## config.mk

```make
export PLATFORM = sky130hd
export DESIGN_NAME = uart_packet_sequencer_flat
export DESIGN_NICKNAME = d
export VERILOG_FILES = /design/src/rtl/uart_packet_sequencer_if.sv /design/src/rtl/uart_packet_sequencer.sv /design/src/flat_wrapper.sv
export SDC_FILE = /design/constraint.sdc
export NUM_CORES = 1
export LEC_CHECK = 0
export ABC_AREA = 1
export CAP_MARGIN = 20
export CORE_MARGIN = 2
export CORE_UTILIZATION = 49
export CTS_BUF_LIST = sky130_fd_sc_hd__clkbuf_8 sky130_fd_sc_hd__clkbuf_16
export DETAILED_ROUTE_END_ITERATION = 6
export PLACE_DENSITY = 0.67
export SLEW_MARGIN = 5
export SYNTH_ARGS = -nofsm -noshare
export SYNTH_HDL_FRONTEND = slang
export SYNTH_SLANG_ARGS = --single-unit
export TNS_END_PERCENT = 20
```

## constraint.sdc

```tcl
create_clock -name clock -period 2.6 [get_ports clock]
set_input_delay 0.52 -clock clock [delete_from_list [all_inputs] [get_ports clock]]
set_output_delay 0.52 -clock clock [all_outputs]
set_load 0.05 [all_outputs]
```

## src/rtl/uart_packet_sequencer_if.sv

```systemverilog
// Bus bundle between a host/transmitter and uart_packet_sequencer.
// master: the host side, which writes payload bytes, requests packets and
//         reports transmitter busy.
// slave:  the sequencer itself.
interface uart_packet_sequencer_if;
  logic       wr_en;
  logic [7:0] wr_data;
  logic       full;
  logic       send;
  logic       clear_crc;
  logic       tx_start;
  logic [7:0] tx_data;
  logic       tx_busy;
  logic       busy;
  logic [7:0] crc8;
  logic       done;

  modport master (
    output wr_en, wr_data, send, clear_crc, tx_busy,
    input  full, tx_start, tx_data, busy, crc8, done
  );

  modport slave (
    input  wr_en, wr_data, send, clear_crc, tx_busy,
    output full, tx_start, tx_data, busy, crc8, done
  );
endinterface

```

## src/rtl/uart_packet_sequencer.sv

```systemverilog
// UART packet sequencer: buffers payload bytes in a small FIFO and, on request,
// hands a byte transmitter the frame SOF, payload..., CRC-8(payload), one byte
// at a time using a tx_start / tx_busy handshake.
module uart_packet_sequencer #(
  parameter int unsigned DEPTH = 8,
  parameter logic [7:0]  SOF   = 8'h7E,
  parameter logic [7:0]  POLY  = 8'h07
) (
  input  logic                  clock,
  input  logic                  reset,
  uart_packet_sequencer_if.slave bus
);

  localparam int unsigned AW = $clog2(DEPTH);
  localparam int unsigned CW = AW + 1;

  typedef enum logic [2:0] {
    IDLE,
    SEND_SOF,
    SEND_PAY,
    SEND_CRC,
    WAIT,
    FINISH
  } state_t;

  state_t          state;
  logic [7:0]      mem [DEPTH];
  logic [AW-1:0]   wr_ptr;
  logic [AW-1:0]   rd_ptr;
  logic [CW-1:0]   count;
  logic [CW-1:0]   remaining;
  logic            crc_sent;
  logic            wait_first;
  logic [7:0]      crc_q;
  logic            tx_start_q;
  logic [7:0]      tx_data_q;
  logic            busy_q;
  logic            done_q;
  logic            push;
  logic            pop;
  logic            fifo_full;
  logic [7:0]      head;

  // One CRC-8 step over a whole byte, MSB first, no reflection.
  function automatic logic [7:0] crc_step(input logic [7:0] crc_in,
                                          input logic [7:0] data);
    logic [7:0] r;
    r = crc_in ^ data;
    for (int unsigned i = 0; i < 8; i++) begin
      r = {r[6:0], 1'b0} ^ (r[7] ? POLY : 8'h00);
    end
    return r;
  endfunction

  // FIFO handshake decode: a pop happens exactly when a payload byte is issued.
  always_comb begin
    fifo_full = (count == CW'(DEPTH));
    push      = bus.wr_en && !fifo_full;
    pop       = (state == SEND_PAY) && !bus.tx_busy;
    head      = mem[rd_ptr];
  end

  // FIFO storage; no reset needed, validity is tracked by count.
  always_ff @(posedge clock) begin
    if (push) begin
      mem[wr_ptr] <= bus.wr_data;
    end
  end

  // FIFO pointers and occupancy; pointers wrap naturally since DEPTH is 2^AW.
  always_ff @(posedge clock or posedge reset) begin
    if (reset) begin
      wr_ptr <= '0;
      rd_ptr <= '0;
      count  <= '0;
    end else begin
      if (push) begin
        wr_ptr <= wr_ptr + AW'(1);
      end
      if (pop) begin
        rd_ptr <= rd_ptr + AW'(1);
      end
      case ({push, pop})
        2'b10:   count <= count + CW'(1);
        2'b01:   count <= count - CW'(1);
        default: count <= count;
      endcase
    end
  end

  // Packet sequencing FSM with registered outputs.
  always_ff @(posedge clock or posedge reset) begin
    if (reset) begin
      state      <= IDLE;
      remaining  <= '0;
      crc_sent   <= 1'b0;
      wait_first <= 1'b0;
      crc_q      <= '0;
      tx_start_q <= 1'b0;
      tx_data_q  <= '0;
      busy_q     <= 1'b0;
      done_q     <= 1'b0;
    end else begin
      tx_start_q <= 1'b0;
      done_q     <= 1'b0;
      case (state)
        IDLE: begin
          if (bus.send) begin
            remaining <= count;
            crc_q     <= '0;
            crc_sent  <= 1'b0;
            busy_q    <= 1'b1;
            // SOF is issued straight from IDLE when the transmitter is free so
            // it appears the cycle after send; SEND_SOF only covers a busy tx.
            if (!bus.tx_busy) begin
              tx_start_q <= 1'b1;
              tx_data_q  <= SOF;
              wait_first <= 1'b1;
              state      <= WAIT;
            end else begin
              state <= SEND_SOF;
            end
          end else if (bus.clear_crc) begin
            crc_q <= '0;
          end
        end
        SEND_SOF: begin
          if (!bus.tx_busy) begin
            tx_start_q <= 1'b1;
            tx_data_q  <= SOF;
            wait_first <= 1'b1;
            state      <= WAIT;
          end
        end
        SEND_PAY: begin
          if (!bus.tx_busy) begin
            tx_start_q <= 1'b1;
            tx_data_q  <= head;
            crc_q      <= crc_step(crc_q, head);
            remaining  <= remaining - CW'(1);
            wait_first <= 1'b1;
            state      <= WAIT;
          end
        end
        SEND_CRC: begin
          if (!bus.tx_busy) begin
            tx_start_q <= 1'b1;
            tx_data_q  <= crc_q;
            crc_sent   <= 1'b1;
            wait_first <= 1'b1;
            state      <= WAIT;
          end
        end
        WAIT: begin
          if (wait_first) begin
            wait_first <= 1'b0;
          end else if (!bus.tx_busy) begin
            if (remaining != '0) begin
              state <= SEND_PAY;
            end else if (!crc_sent) begin
              state <= SEND_CRC;
            end else begin
              done_q <= 1'b1;
              state  <= FINISH;
            end
          end
        end
        FINISH: begin
          busy_q <= 1'b0;
          state  <= IDLE;
        end
        default: begin
          busy_q <= 1'b0;
          state  <= IDLE;
        end
      endcase
    end
  end

  // Output drive.
  always_comb begin
    bus.full     = fifo_full;
    bus.tx_start = tx_start_q;
    bus.tx_data  = tx_data_q;
    bus.busy     = busy_q;
    bus.crc8     = crc_q;
    bus.done     = done_q;
  end

endmodule

```

## src/flat_wrapper.sv

```systemverilog
// flat-port wrapper written by rule: the top's interface ports become plain ports
module uart_packet_sequencer_flat 
#(
  parameter int unsigned DEPTH = 8,
  parameter logic [7:0]  SOF   = 8'h7E,
  parameter logic [7:0]  POLY  = 8'h07
)
  (clock, reset, bus_wr_en, bus_wr_data, bus_send, bus_clear_crc, bus_tx_busy, bus_full, bus_tx_start, bus_tx_data, bus_busy, bus_crc8, bus_done);
  uart_packet_sequencer_if bus_i ();
  input  logic clock;
  input  logic reset;
  input wire logic [$bits(bus_i.wr_en)-1:0] bus_wr_en;
  input wire logic [$bits(bus_i.wr_data)-1:0] bus_wr_data;
  input wire logic [$bits(bus_i.send)-1:0] bus_send;
  input wire logic [$bits(bus_i.clear_crc)-1:0] bus_clear_crc;
  input wire logic [$bits(bus_i.tx_busy)-1:0] bus_tx_busy;
  output wire logic [$bits(bus_i.full)-1:0] bus_full;
  output wire logic [$bits(bus_i.tx_start)-1:0] bus_tx_start;
  output wire logic [$bits(bus_i.tx_data)-1:0] bus_tx_data;
  output wire logic [$bits(bus_i.busy)-1:0] bus_busy;
  output wire logic [$bits(bus_i.crc8)-1:0] bus_crc8;
  output wire logic [$bits(bus_i.done)-1:0] bus_done;
  assign bus_i.wr_en = bus_wr_en;
  assign bus_i.wr_data = bus_wr_data;
  assign bus_i.send = bus_send;
  assign bus_i.clear_crc = bus_clear_crc;
  assign bus_i.tx_busy = bus_tx_busy;
  assign bus_full = bus_i.full;
  assign bus_tx_start = bus_i.tx_start;
  assign bus_tx_data = bus_i.tx_data;
  assign bus_busy = bus_i.busy;
  assign bus_crc8 = bus_i.crc8;
  assign bus_done = bus_i.done;
  uart_packet_sequencer #(.DEPTH(DEPTH), .SOF(SOF), .POLY(POLY)) u_core (.clock(clock), .reset(reset), .bus(bus_i));
endmodule
```

==> results_dict.tcl, run 1 <==
set metrics [dict create \
    clockRootBuffer "clkbuf_8" \
    die_h_um 105 \
    final_nets 608 \
    synth_ff_type "edfxtp_1" \
    core_area_um2 9860 \
    ys_async_sr_fraction_pct 37.3 \
    synth-edff-count 64 \
    fin_skew_ns 0.0160 \
    rrSetupSlack_ns 0.38 \
    track_usage_pct 20.3 \
    gp_congestion 0.880 \
    wl_um 10400 \
    worstSetupEndpointType "register" \
    cts_tree "built" \
    drtAntennaViolNets 0 \
    layout_common_cells "nand2_1 (131), inv_1 (66), edfxtp_1 (64)" \
    die_area_um2 11100 \
    crit_type "reg -> reg" \
    p_leak_nw 2.47 \
    post-route-period-util_pct 85.3 \
    ff2ff_path_depth 10 \
    start_kind "register" \
    crit_chain "nor2_1, inv_1, nor3_1, ha_1, nor2_1, nor2_1, ha_1, a21oi_1, or2_2, a21oi_1" \
    ys_seq_area_share_pct 57.2 \
    grt_pass1_vias 3612 \
    drt-wirelength-per-cell_um 14.3 \
    clk_pin_slew_worst_paths_ns 0.11 \
    die_w_um 105 \
    ys_ff_latch 102 \
    portBuffers 33 \
    post-route-min-period_ns 2.22 \
    final-setup-viol-count 0 \
    drc_errors 0 \
    diodes 0 \
    dp_hpwl_um 7530 \
    critPathMaxFanout 9 \
    drtPass1Iterations 7 \
    cp_slowest_cell "dfrtp_1" \
    ctsLongestPathBuffers 2 \
    maxCapViolCount 0 \
    drt_iter0_markers 175 \
    vias_per_cell 5.22 \
    hold_class "reg -> reg" \
    dp_slack_ns 0.0802 \
    grt_overflow_total 0 \
    drive_gt1_share_pct 11.3 \
    io_pins 34 \
    syn_avg_cell_area_um2 9.28 \
    cpMostUsedCell "nor2_1" \
    numCtsBuffers 9 \
    grt_max_degree 39 \
    tightest_slew_ns 0.550 \
    area_delta_synth_final_pct 14.4 \
    syn_inst 541 \
    start_util_pct 50.9 \
    rsz0062_at_grt "no" \
    tns_ns 0 \
    clk_latency_ns 0.38 \
    vdd_drop_max_v 0.000484 \
    required_ns 2.90 \
    synth.distinct_cells 33 \
    ys.warnings.count 0 \
    syn_nets 562 \
    fp-row-count 36 \
    max-slew-margin-rel_pct 63.0 \
    cts_sinks 102 \
    fillers 835 \
    cts_hold_buf 0 \
    vias 3782 \
    syn_area_um2 5020 \
    max_freq_ghz 0.451 \
    grt_pass1_wl_um 17700 \
    hold_viol 0 \
    setup_ws_ns 0.382 \
    status "finished clean" \
    max_stage_delay_ns 0.50 \
    htreeDepth 3 \
    hold_depth 2 \
    power_density_nw_per_um2 1290 \
    final_common_cell "nand2_1" \
    crit_arrival_ns 2.52 \
    antenna_found_initial 0 \
    drv_slew 0 \
]
final cells by class:
class | instances | area [um2] | area share [%]
clock buffers | 9 | 124 | 2.16
clock inverters | 7 | 97.6 | 1.70
inverters | 72 | 275 | 4.79
multi-input cells | 353 | 1760 | 30.6
flip-flops and latches | 102 | 2870 | 50.0
well taps | 133 | 166 | 2.90
repair buffers | 49 | 453 | 7.88
worst max-delay path: cells and delay by family (launching register included):
kind,cells,cell delay (ns)
simple gates,5,0.94
fa+ha+maj,2,0.43
flops,1,0.50
compound gates,2,0.20
buf+inv,1,0.08
through the flow:
| stage | hold slack [ns] | total power [W] | std cells | instance area, um2 | util (%) |
|---|---|---|---|---|---|
| after floorplan | 0.485 | 0.00548 | 541 | 5040 | - |
| after global placement | 0.512 | 0.00626 | 709 | 5520 | 56.0 |
| after detailed placement | 0.521 | 0.00635 | 709 | 5520 | 56.0 |
| after CTS | 0.536 | 0.00744 | 725 | 5740 | 58.2 |
| after global routing | 0.567 | 0.00808 | 725 | 5740 | 58.2 |
| final | 0.533 | 0.00741 | 725 | 5740 | 58.2 |
layer usage:
layer  share of wire (%)  routed length, um  track usage [%]  vias to the layer above
li1                    -                  -                -                     1878
met1                  48               4960             28.1                     1820
met2                  47               4840             32.9                       70
met3                 4.0                414             4.21                       14
met4                 1.3                131             5.05                        0
met5                   0                  0                0                        -
where the power goes:
group          switching [W]  internal (W)  leakage [nW]
clock               0.000604      0.000475         0.111
sequential          0.000315       0.00213          1.04
combinational        0.00262       0.00127          1.32
worst paths after layout:
kind                                        from                     to
setup / recovery                 u_core.state[0]        u_core.count[2]
hold / removal             u_core.bus.tx_data[7]  u_core.bus.tx_data[7]
setup reg to reg                 u_core.state[0]        u_core.count[2]
hold reg to reg            u_core.bus.tx_data[7]  u_core.bus.tx_data[7]
max in group asynchronous                  reset     u_core.bus.crc8[2]
min in group asynchronous                  reset       u_core.rd_ptr[0]
cells by family after synthesis:
kind of cell,count (synthesis),share of synthesized area (%)
simple gates,276,24.1
flops,102,57.2
buf+inv,86,8.15
compound gates,63,7.57
xor+xnor,7,1.22
fa+ha+maj,7,1.74
registers in the layout, summed over array words and instances, names as in the netlist:
| name | flops |
|---|---|
| u_core.bus.crc8 | 8 |
| u_core.bus.done | 1 |
| u_core.bus.tx_start | 1 |
| u_core.bus.busy | 1 |
| u_core.state | 3 |
| u_core.remaining | 4 |
| u_core.crc_sent | 1 |
| u_core.wait_first | 1 |
| u_core.bus.tx_data | 8 |
| u_core.rd_ptr | 3 |
| u_core.mem | 64 |
| u_core.count | 4 |
| u_core.wr_ptr | 3 |
repair_timing:
action	CTS	global route
buffers inserted	0	0
setup endpoints to repair	0	1
gates resized for setup	0	1
hold endpoints to repair	0	0
synth_stat cells, types with 2 or more instances:
library cell  instances  share of area [%]
inv_2                 5               0.37
nand3_1              56                5.6
buf_6                 7                1.6
o211ai_1              8                1.2
buf_2                 4               0.40
nand2_2              11                1.4
inv_1                66                4.9
nand2_1             131                9.8
o21ai_0              15                1.5
o21ai_2               3               0.52
o211ai_2              2               0.50
a21oi_1               9               0.90
xnor2_1               3               0.52
edfxtp_1             64                 38
or2_2                 2               0.25
buf_4                 2               0.30
nor3_1                5               0.50
ha_1                  7                1.7
xor2_1                4               0.70
nand3_2               9                1.8
a31oi_1               7               0.87
dfrtp_1              38                 19
nor2_1               58                4.3
o21ai_1              16                1.6
(Power assumes the default switching activity.)
==> run 2, diff against run 1 <==
--- a/config.mk
+++ b/config.mk
@@ -11,7 +11,7 @@
 export CORE_UTILIZATION = 49
 export CTS_BUF_LIST = sky130_fd_sc_hd__clkbuf_8 sky130_fd_sc_hd__clkbuf_16
 export DETAILED_ROUTE_END_ITERATION = 6
-export PLACE_DENSITY = 0.67
+export PLACE_DENSITY = 0.68
 export SLEW_MARGIN = 5
 export SYNTH_ARGS = -nofsm -noshare
 export SYNTH_HDL_FRONTEND = slang
==> results_dict.tcl, run 2 (same netlist as run 1, synthesis figures left out) <==
set metrics [dict create \
    drt-wirelength-per-cell_um 14.1 \
    worstSetupEndpointType "register" \
    crit_type "reg -> reg" \
    rrSetupSlack_ns 0.36 \
    total_power_w 0.00738 \
    cts_tree "built" \
    seq_area_um2 2870 \
    clockRootBuffer "clkbuf_8" \
    fillers 831 \
    multi_input_area_um2 1760 \
    rsz0062_at_grt "no" \
    crit_chain "nor2_1, inv_1, nor3_1, ha_1, nor2_1, nor2_1, ha_1, a21oi_1, or2_2, a21oi_1" \
    tns_ns 0 \
    status "finished clean" \
    layout_common_cells "nand2_1 (131), inv_1 (66), edfxtp_1 (64)" \
    drc_errors 0 \
    final_nets 609 \
    die_area_um2 11100 \
    crit_arrival_ns 2.54 \
    drive_gt1_share_pct 11.5 \
    largest_register "u_core.mem" \
    hold_viol 0 \
    largest_reg_flops 64 \
    numCtsBuffers 9 \
    die_w_um 105 \
    antenna_found_initial 0 \
    dp_hpwl_um 7450 \
    cpMostUsedCell "nor2_1" \
    cts_sinks 102 \
    required_ns 2.90 \
    drt_iter0_markers 240 \
    power_density_nw_per_um2 1280 \
    start_util_pct 50.9 \
    hold_class "reg -> reg" \
    tightest_slew_ns 0.529 \
    ctsLongestPathBuffers 2 \
    whs_ns 0.533 \
    post-route-min-period_ns 2.24 \
    gp_congestion 0.867 \
    vias_per_cell 5.15 \
    maxCapViolCount 0 \
    drtPass1Iterations 5 \
    fp-row-count 36 \
    grt_overflow_total 0 \
    clk_pin_slew_worst_paths_ns 0.11 \
    track_usage_pct 19.9 \
    grt_pass1_vias 3526 \
    p_leak_nw 2.48 \
    max_freq_ghz 0.446 \
    vdd_drop_max_v 0.000590 \
    fin_skew_ns 0.0122 \
    drv_slew 0 \
    max_stage_delay_ns 0.50 \
    grt_max_degree 39 \
    diodes 0 \
    final-setup-viol-count 0 \
    final_common_cell "nand2_1" \
    clk_latency_ns 0.38 \
    drtAntennaViolNets 0 \
    htreeDepth 3 \
    post-route-period-util_pct 86.2 \
    core_area_um2 9860 \
    io_pins 34 \
    cp_slowest_cell "dfrtp_1" \
    die_h_um 105 \
    vias 3738 \
    wl_um 10200 \
    critPathMaxFanout 9 \
    area_delta_synth_final_pct 14.4 \
    grt_pass1_wl_um 17300 \
    portBuffers 33 \
    max-slew-margin-rel_pct 64.4 \
    start_kind "register" \
]
==> run 2: cell count changes in the layout (fill, tap and decap cells not counted) <==
cell | before | now
inv_6 | 5 | 1
inv_8 | 0 | 4
buf_4 | 16 | 17
bufinv_16 | 1 | 0
clkinv_8 | 2 | 3
==> run 2: path summary, 6_finish.rpt <==
kind,startpoint,endpoint,depth (start not counted)
hold / removal,u_core.wait_first,u_core.bus.done,3
hold reg to reg,u_core.wait_first,u_core.bus.done,3
max in group asynchronous,reset,u_core.bus.crc8[0],3
min in group asynchronous,reset,u_core.wr_ptr[2],3
setup reg to reg,u_core.state[0],u_core.count[2],10
setup / recovery,u_core.state[0],u_core.count[2],10
==> run 2: per-stage QoR <==
step	instance area, um2	cells	utilization [%]	worst slack, ns
2_1_floorplan	5040	541	-	0.0847
3_3_place_gp	5530	710	56.0	0.186
3_5_place_dp	5530	710	56.0	0.0931
4_1_cts	5750	726	58.2	0.0377
5_1_grt	5750	726	58.3	0.107
6_report	5750	726	58.3	0.359
==> run 2: report_power, final <==
group	internal [W]	switching [W]
sequential	0.00213	0.000295
combinational	0.00128	0.00262
clock	0.000399	0.000649
==> run 2: layout make-up <==
| cell class | instances | share of cell area [%] |
|---|---|---|
| flip-flops and latches | 102 | 50.0 |
| multi-input cells | 353 | 30.5 |
| repair buffers | 50 | 8.01 |
| inverters | 72 | 4.79 |
| well taps | 133 | 2.90 |
| clock buffers | 9 | 2.15 |
| clock inverters | 7 | 1.63 |
==> run 2: critical path, delay by kind of cell (launching register included) <==
| family | cells | cell delay (ns) |
|---|---|---|
| AO/OA/AOI/OAI | 2 | 0.19 |
| buffers and inverters | 1 | 0.08 |
| flip-flops | 1 | 0.50 |
| AND/OR/NAND/NOR | 5 | 0.97 |
| adder cells (fa/ha/maj) | 2 | 0.44 |
==> run 2: what timing repair did <==
item                       4_1_cts  5_1_grt
hold buffers                     0        0
setup endpoints to repair        0        1
buffers inserted                 0        0
gates resized for setup          0        1
==> run 2: layer usage <==
metal | global-route usage, % | share of wire [%] | routed length (um) | up-vias
li1 | - | - | - | 1877
met1 | 27.8 | 47 | 4790 | 1759
met2 | 32.4 | 47 | 4830 | 89
met3 | 2.78 | 4.6 | 468 | 13
met4 | 6.38 | 1.4 | 148 | 0
met5 | 0 | 0 | 0 | -
==> run 3, diff against run 2 <==
--- a/config.mk
+++ b/config.mk
@@ -7,7 +7,7 @@
 export LEC_CHECK = 0
 export ABC_AREA = 1
 export CAP_MARGIN = 20
-export CORE_MARGIN = 2
+export CORE_MARGIN = 5
 export CORE_UTILIZATION = 49
 export CTS_BUF_LIST = sky130_fd_sc_hd__clkbuf_8 sky130_fd_sc_hd__clkbuf_16
 export DETAILED_ROUTE_END_ITERATION = 6
==> results_dict.tcl, run 3 (same netlist as run 1, synthesis figures left out) <==
set metrics [dict create \
    hold_depth 2 \
    track_usage_pct 18.1 \
    grt_max_degree 39 \
    max-slew-margin-rel_pct 65.7 \
    tns_ns 0 \
    ctsLongestPathBuffers 2 \
    layout_common_cells "nand2_1 (131), inv_1 (66), edfxtp_1 (64)" \
    multi_input_area_um2 1760 \
    min_to "u_core.bus.tx_data[7]" \
    pwr-share-comb_pct 52.4 \
    critPathMaxFanout 9 \
    final_nets 608 \
    gp_congestion 0.869 \
    wl_um 10700 \
    required_ns 2.90 \
    clockRootBuffer "clkbuf_8" \
    min_from "u_core.bus.tx_data[7]" \
    p_leak_nw 2.46 \
    power_density_nw_per_um2 1280 \
    vias_per_cell 5.25 \
    portBuffers 33 \
    drt_iter0_markers 228 \
    die_w_um 111 \
    drtAntennaViolNets 0 \
    max_freq_ghz 0.444 \
    crit_type "reg -> reg" \
    rrSetupSlack_ns 0.35 \
    clk_latency_ns 0.38 \
    vdd_drop_max_v 0.000502 \
    fp-row-count 37 \
    whs_ns 0.541 \
    core_area_um2 10100 \
    diodes 0 \
    area_delta_synth_final_pct 13.9 \
    rr_endpoint "u_core.count[2]" \
    p_int_w 0.00384 \
    cts_sinks 102 \
    clk_pin_slew_worst_paths_ns 0.10 \
    status "finished clean" \
    drv_slew 0 \
    final-setup-viol-count 0 \
    maxCapViolCount 0 \
    hold_class "reg -> reg" \
    largest_reg_flops 64 \
    fillers 890 \
    die_h_um 111 \
    sw_frac_of_total_pct 47.6 \
    grt_pass1_vias 3714 \
    worstSetupEndpointType "register" \
    vias 3819 \
    io_pins 34 \
    post-route-min-period_ns 2.25 \
    clkPwrFrac_pct 13.6 \
    grt_overflow_total 0 \
    post-route-period-util_pct 86.6 \
    tightest_slew_ns 0.512 \
    crit_arrival_ns 2.55 \
    dp_hpwl_um 7640 \
    rsz0062_at_grt "no" \
    cts_tree "built" \
    dpl_cell_area_um2 5520 \
    sequentialPowerShare_pct 34.0 \
    grt_pass1_wl_um 17900 \
    ff2ff_path_depth 10 \
    antenna_found_initial 0 \
    final_cell_area_um2 5720 \
    largest_register "u_core.mem" \
    drtPass1Iterations 5 \
    total_power_w 0.00734 \
    fin_skew_ns 0.0167 \
    drive_gt1_share_pct 11.1 \
    start_util_pct 49.5 \
    drc_errors 0 \
    die_area_um2 12400 \
    start_kind "register" \
    r2r_start "u_core.state[0]" \
    numCtsBuffers 9 \
    cts_hold_buf 0 \
    drt-wirelength-per-cell_um 14.7 \
    hold_viol 0 \
    final_common_cell "nand2_1" \
    htreeDepth 3 \
    switchingPower_w 0.00350 \
    seq_area_um2 2870 \
]
run 3: cell count changes in the layout (fill, tap and decap cells not counted):
cell        before  now
inv_8            4    0
inv_6            1    3
bufinv_16        0    1
clkinv_1         0    1
buf_4           17   16
clkinvlp_4       0    2
clkinv_8         3    0
clkinv_2         0    1
run 3: worst max-delay path, cell delays in order, from the launching register on:
cell and delay [ns]:
dfrtp_1 0.52, nor2_1 0.18, inv_1 0.08, nor3_1 0.22, ha_1 0.26, nor2_1 0.06
nor2_1 0.17, ha_1 0.17, a21oi_1 0.05, or2_2 0.31, a21oi_1 0.15
run 3: metrics by stage:
step / utilization (%) / setup slack (ns) / instances
after floorplan: - / 0.0847 / 541
after global routing: 56.4 / 0.164 / 728
after global placement: 54.5 / 0.192 / 712
final: 56.4 / 0.350 / 728
after CTS: 56.4 / 0.0342 / 728
after detailed placement: 54.5 / 0.0546 / 712
run 3: metal layers:
| layer | GRT usage [%] | share of wire, % |
|---|---|---|
| met1 | 24.3 | 44 |
| met2 | 30.3 | 48 |
| met5 | 0 | 0 |
| met3 | 3.22 | 6.3 |
| met4 | 5.27 | 1.0 |
run 3: worst max-delay path by stage:
stage | from | to | slack (ns) | cells past startpoint
detailed placement | bus_wr_en | u_core.count[2] | 0.05 | 12
global placement | bus_wr_en | u_core.count[2] | 0.19 | 12
finish | u_core.state[0] | u_core.count[2] | 0.35 | 10
floorplan | u_core.count[0] | u_core.count[2] | 0.08 | 10
global route | u_core.rd_ptr[1] | u_core.bus.crc8[6] | 0.16 | 11
CTS | u_core.count[0] | bus_full | 0.03 | 2
run 3: area by class of cell:
cell class,count,share of cell area [%]
multi-input combinational,353,30.7
timing repair buffer,49,7.92
sequential,102,50.2
clock inverter,7,1.25
clock buffer,9,2.16
tap,136,2.97
inverter,72,4.81
run 3: power by group through the flow:
stage | clock [W] | combinational (W) | sequential, W
floorplan | 0 | 0.00272 | 0.00276
global placement | 0 | 0.00371 | 0.00252
detailed placement | 0 | 0.00381 | 0.00253
CTS | 0.00102 | 0.00384 | 0.00250
global route | 0.00109 | 0.00432 | 0.00255
finish | 0.000995 | 0.00385 | 0.00250
run 3: what timing repair did:
action / in CTS / in global routing
resized for setup: 0 / 1
setup endpoints to repair: 0 / 1
buffers inserted: 0 / 0
